--- config.mk ---
export PLATFORM = sky130hd
export DESIGN_NAME = fetch_sequencer
export DESIGN_NICKNAME = d
export VERILOG_FILES = /design/src/rtl/fetch_sequencer.sv
export SDC_FILE = /design/constraint.sdc
export NUM_CORES = 1
export LEC_CHECK = 0
export ABC_AREA = 1
export BUFFER_PORTS_ARGS = -buffer_cell sky130_fd_sc_hd__clkbuf_2
export CAP_MARGIN = 20
export CORE_MARGIN = 1.5
export CORE_UTILIZATION = 40
export CTS_CLUSTER_SIZE = 25
export DETAILED_ROUTE_END_ITERATION = 16
export GPL_ROUTABILITY_DRIVEN = 0
export PLACE_DENSITY = 0.7
export SYNTH_ARGS = -nofsm -noshare
export SYNTH_HDL_FRONTEND = slang
export SYNTH_SLANG_ARGS = --single-unit
--- constraint.sdc ---
create_clock -name inCLK -period 2.65 [get_ports inCLK]
set_clock_uncertainty 0.1 [all_clocks]
set_input_delay 0.1325 -clock inCLK [delete_from_list [all_inputs] [get_ports inCLK]]
set_output_delay 0.1325 -clock inCLK [all_outputs]
set_load 0.05 [all_outputs]
--- src/rtl/fetch_sequencer.sv ---
// Instruction fetch sequencer: drives PC/MAR/memory strobes, latches opcode and
// operand bytes, hands off to the execute unit, and traps on HLT or memory timeout.
module fetch_sequencer #(
  parameter int pMEM_WAIT_LIMIT = 15
) (
  input  logic        inCLK,
  input  logic        inRST,
  input  logic        inRun,
  input  logic        inMemReady,
  input  logic [7:0]  inWbus,
  input  logic [1:0]  inOpBytes,
  input  logic        inHaltOp,
  input  logic        inExecDone,
  output logic        outEp,
  output logic        outCp,
  output logic        outLm,
  output logic        outCe,
  output logic        outLi,
  output logic [7:0]  outOpcode,
  output logic [15:0] outOperand,
  output logic        outExecStart,
  output logic        outHalted,
  output logic        outFault,
  output logic [3:0]  outState
);

  localparam int cWaitW = (pMEM_WAIT_LIMIT < 1) ? 1 : $clog2(pMEM_WAIT_LIMIT + 1);

  typedef enum logic [3:0] {
    Idle   = 4'd0,
    Addr   = 4'd1,
    Inc    = 4'd2,
    Read   = 4'd3,
    Decode = 4'd4,
    OpAddr = 4'd5,
    OpInc  = 4'd6,
    OpRead = 4'd7,
    Exec   = 4'd8,
    Halt   = 4'd9,
    Fault  = 4'd10
  } stateT;

  stateT             state;
  stateT             nextState;
  logic [cWaitW-1:0] waitCount;
  logic [1:0]        remaining;
  logic              highByte;
  logic              execFirst;
  logic              waitExpired;

  assign waitExpired = (waitCount == cWaitW'(pMEM_WAIT_LIMIT));
  assign outState    = state;

  // State register plus the fetch datapath; the wait counter is cleared on the
  // INC cycle so it always starts at zero on entry to a read state.
  always_ff @(posedge inCLK) begin
    if (inRST) begin
      state      <= Idle;
      waitCount  <= '0;
      remaining  <= '0;
      highByte   <= 1'b0;
      execFirst  <= 1'b0;
      outOpcode  <= '0;
      outOperand <= '0;
    end else begin
      state     <= nextState;
      execFirst <= (nextState == Exec) && (state != Exec);
      case (state)
        Inc, OpInc: waitCount <= '0;
        Read: begin
          if (inMemReady) outOpcode <= inWbus;
          else            waitCount <= waitCount + cWaitW'(1);
        end
        OpRead: begin
          if (inMemReady) begin
            if (highByte) outOperand[15:8] <= inWbus;
            else          outOperand[7:0]  <= inWbus;
            highByte  <= 1'b1;
            remaining <= remaining - 2'd1;
          end else begin
            waitCount <= waitCount + cWaitW'(1);
          end
        end
        Decode: begin
          if (!inHaltOp) begin
            outOperand <= '0;
            highByte   <= 1'b0;
            remaining  <= (inOpBytes == 2'd3) ? 2'd2 : inOpBytes;
          end
        end
        default: ;
      endcase
    end
  end

  // A ready strobe in the last allowed wait cycle wins over the timeout.
  always_comb begin
    nextState = state;
    case (state)
      Idle:   if (inRun) nextState = Addr;
      Addr:   nextState = Inc;
      Inc:    nextState = Read;
      Read: begin
        if (inMemReady)       nextState = Decode;
        else if (waitExpired) nextState = Fault;
      end
      Decode: begin
        if (inHaltOp)                nextState = Halt;
        else if (inOpBytes == 2'd0)  nextState = Exec;
        else                         nextState = OpAddr;
      end
      OpAddr: nextState = OpInc;
      OpInc:  nextState = OpRead;
      OpRead: begin
        if (inMemReady)       nextState = (remaining == 2'd1) ? Exec : OpAddr;
        else if (waitExpired) nextState = Fault;
      end
      Exec:   if (inExecDone) nextState = inRun ? Addr : Idle;
      Halt:   nextState = Halt;
      Fault:  nextState = Fault;
      default: nextState = Idle;
    endcase
  end

  // Strobes are decoded from the state alone, except the IR load which is
  // qualified by memory ready so it pulses exactly once per opcode fetch.
  always_comb begin
    outEp        = 1'b0;
    outCp        = 1'b0;
    outLm        = 1'b0;
    outCe        = 1'b0;
    outLi        = 1'b0;
    outExecStart = 1'b0;
    outHalted    = 1'b0;
    outFault     = 1'b0;
    case (state)
      Addr, OpAddr: begin
        outEp = 1'b1;
        outLm = 1'b1;
      end
      Inc, OpInc: outCp = 1'b1;
      Read: begin
        outCe = 1'b1;
        outLi = inMemReady;
      end
      OpRead: outCe        = 1'b1;
      Exec:   outExecStart = execFirst;
      Halt:   outHalted    = 1'b1;
      Fault:  outFault     = 1'b1;
      default: ;
    endcase
  end

endmodule

==> flow_summary.ini <==
[clocking]
tritoncts = done
cts-root-buf = clkbuf_8
cts_hold_buf = 5
clock_latency_ns = 0.29
cts_buffers = 5
postCtsSetupRepairBufs = 0
cts.clk_slew.worst_paths_ns = 0.07
clk_path_buf_depth = 2
cts_resized = 0
cts_htree_levels = 2
clock_sinks = 36

[floorplan]
coreArea_mm2 = 0.00412
die-area_mm2 = 0.00482
die_h_um = 69.4
ioPinCount = 52
die_w_um = 69.4
row_count = 23
initial_core_util_pct = 42.9

[logic_synthesis]
yosysSeqAreaShare_pct = 40.9
synth_area_leader_cell = dfxtp_1
synthTopCellsByArea = dfxtp_1, nand2_1, nor2_1, nand3_1, inv_1
syn_inst = 273
synth_top_area_share_pct = 40.9
synth_nets = 291
ys_seq_elements = 36
synth.distinct_cells = 27
synth_area_per_cell_um2 = 6.46
synth_area_mm2 = 0.00176
ys_warn_count = 0

[sta]
grt_setup_unrepaired = no
tightest_slew_ns = 0.711
slew_violations = 0
hold_viol = 0
setup_viol = 0
holdWs_ns = 0.00368
period_minus_slack_ns = 1.92
fmax_mhz = 521
final.setup.tns_ns = 0
fin_crit_sh_pct = 72.4
slew_headroom_pct = 52.5

[drt]
viasPerCell = 4.90
wire_per_inst_um = 11.4
drt_iter0_markers = 90
routed_wl_mm = 4.35
num_vias = 1868
drc = 0
firstDrtPassIters = 4
final_antenna_net_count = 0

[pwr]
ir_drop_v = 0.000272
p_total_mw = 1.17
power_leakage_nw = 1.07
power_density_mw_per_mm2 = 537

[placed_design]
placedInstanceArea_mm2 = 0.00205
dp.cells = 368
portBuffers = 51
dpl.hpwl_mm = 3.32

[cells_and_area]
instances_no_fill = 381
syn2layout_area_growth_pct = 23.7
fin_area_mm2 = 0.00218
n_antenna_cell = 0
drive_gt1_share_pct = 21.1
nets = 348

[global_route]
gr-total-overflow = 0
grt_pass1_vias = 1654
grt.total_usage_pct = 18.8
grt_pass1_wl_mm = 7.43
grt_max_degree = 24
antenna_found_initial = 0

[worst_setup_path]
end_kind = output pin
cp-start-kind = flip-flop
cp_max_fo = 10
crit_path_start = outState[3]
r2r-start = outState[2]
crit_type = reg -> out
required_ns = 2.42
crit_arrival_ns = 1.69

[outcome]
status = finished, final reports clean

[job]
maxCapViolCount = 0

[hold_path]
hold_path.class = in -> reg
min_from = inWbus[5]
-- metrics by stage --
step | util (%) | worst slack [ns]
after detailed placement | 49.7 | 0.819
after CTS | 53.0 | 0.735
after global routing | 53.0 | 0.592
after global placement | 49.7 | 0.842
final | 53.0 | 0.731
after floorplan | - | 0.180
-- logic make-up after synthesis --
kind of cell	synth area share, %
adder cells (fa/ha/maj)	1.42
AO/OA/AOI/OAI	7.45
buffers and inverters	7.09
AND/OR/NAND/NOR	43.2
flip-flops	40.9
-- path summary, 6_finish.rpt --
kind | endpoint | slack, ns | cells after the start
min | outOpcode[5] | 0.004 | 3
min reg2reg | outOpcode[3] | 0.37 | 2
max | outLi | 0.73 | 4
max reg2reg | outOperand[13] | 0.81 | 7
-- cells in the mapped netlist --
cell / n
inv_2: 3
nand4_1: 2
ha_1: 2
clkinv_1: 1
a31oi_1: 2
and2_1: 1
nor2_1: 57
nor2_4: 1
a21oi_2: 1
a21oi_1: 14
and3_1: 1
nand3b_1: 1
nand3_1: 26
dfxtp_1: 36
nor2_2: 3
nor3_1: 3
nand3_2: 1
buf_4: 1
nand2_2: 3
buf_1: 2
buf_6: 1
inv_1: 20
nand2_4: 1
nand2_1: 80
buf_2: 1
clkbuf_1: 1
o21ai_0: 8
-- critical path: stages (launching register included) --
cell,delay [ns]
dfxtp_1,0.51
nor2_1,0.11
nand3_2,0.19
clkinv_1,0.27
clkbuf_2,0.31
-- power by group --
| group | internal (mW) | leakage, nW | switching, mW |
|---|---|---|---|
| combinational | 0.0569 | 0.737 | 0.166 |
| sequential | 0.554 | 0.291 | 0.0137 |
| clock | 0.188 | 0.0424 | 0.193 |
-- state kept, by name, summed over array words and instances, names as in the netlist --
signal and flops:
execFirst 1, highByte 1, outOpcode 8, outOperand 16, outState 4, remaining 2, waitCount 4
-- per-layer routing --
metal  part of all wire, %  wire [um]  GRT usage (%)
met1                    47       2060           25.5
met2                    45       1960           28.8
met3                   6.3        273           5.23
met4                   1.5         64           6.10
met5                     0          0              0
-- layout make-up --
class,count,area (um^2)
clock buffers,7,76.3
clock inverters,1,8.76
fillers,450,1930
inverters,24,90.1
multi-input cells,207,918
flip-flops and latches,36,721
well taps,50,62.6
repair buffers,56,305
-- placed cells by master, fill, tap and decap left out --
| cell type | count |
|---|---|
| clkbuf_1 | 2 |
| a31oi_1 | 2 |
| inv_1 | 20 |
| nand4_1 | 2 |
| clkbuf_8 | 5 |
| nand3b_1 | 1 |
| clkbuf_2 | 51 |
| o21ai_0 | 8 |
| nand2_1 | 80 |
| clkinv_4 | 1 |
| nor2_2 | 3 |
| nand3_1 | 26 |
| and3_1 | 1 |
| a21oi_1 | 14 |
| clkinv_1 | 1 |
| inv_2 | 3 |
| ha_1 | 2 |
| nand2_2 | 3 |
| nor3_1 | 3 |
| nor2_1 | 57 |
| and2_1 | 1 |
| a21oi_2 | 1 |
| dfxtp_1 | 36 |
| nand3_2 | 1 |
| nand2_4 | 1 |
| nor2_4 | 1 |
| dlygate4sd3_1 | 5 |
Power figures use the tool's default switching activity.
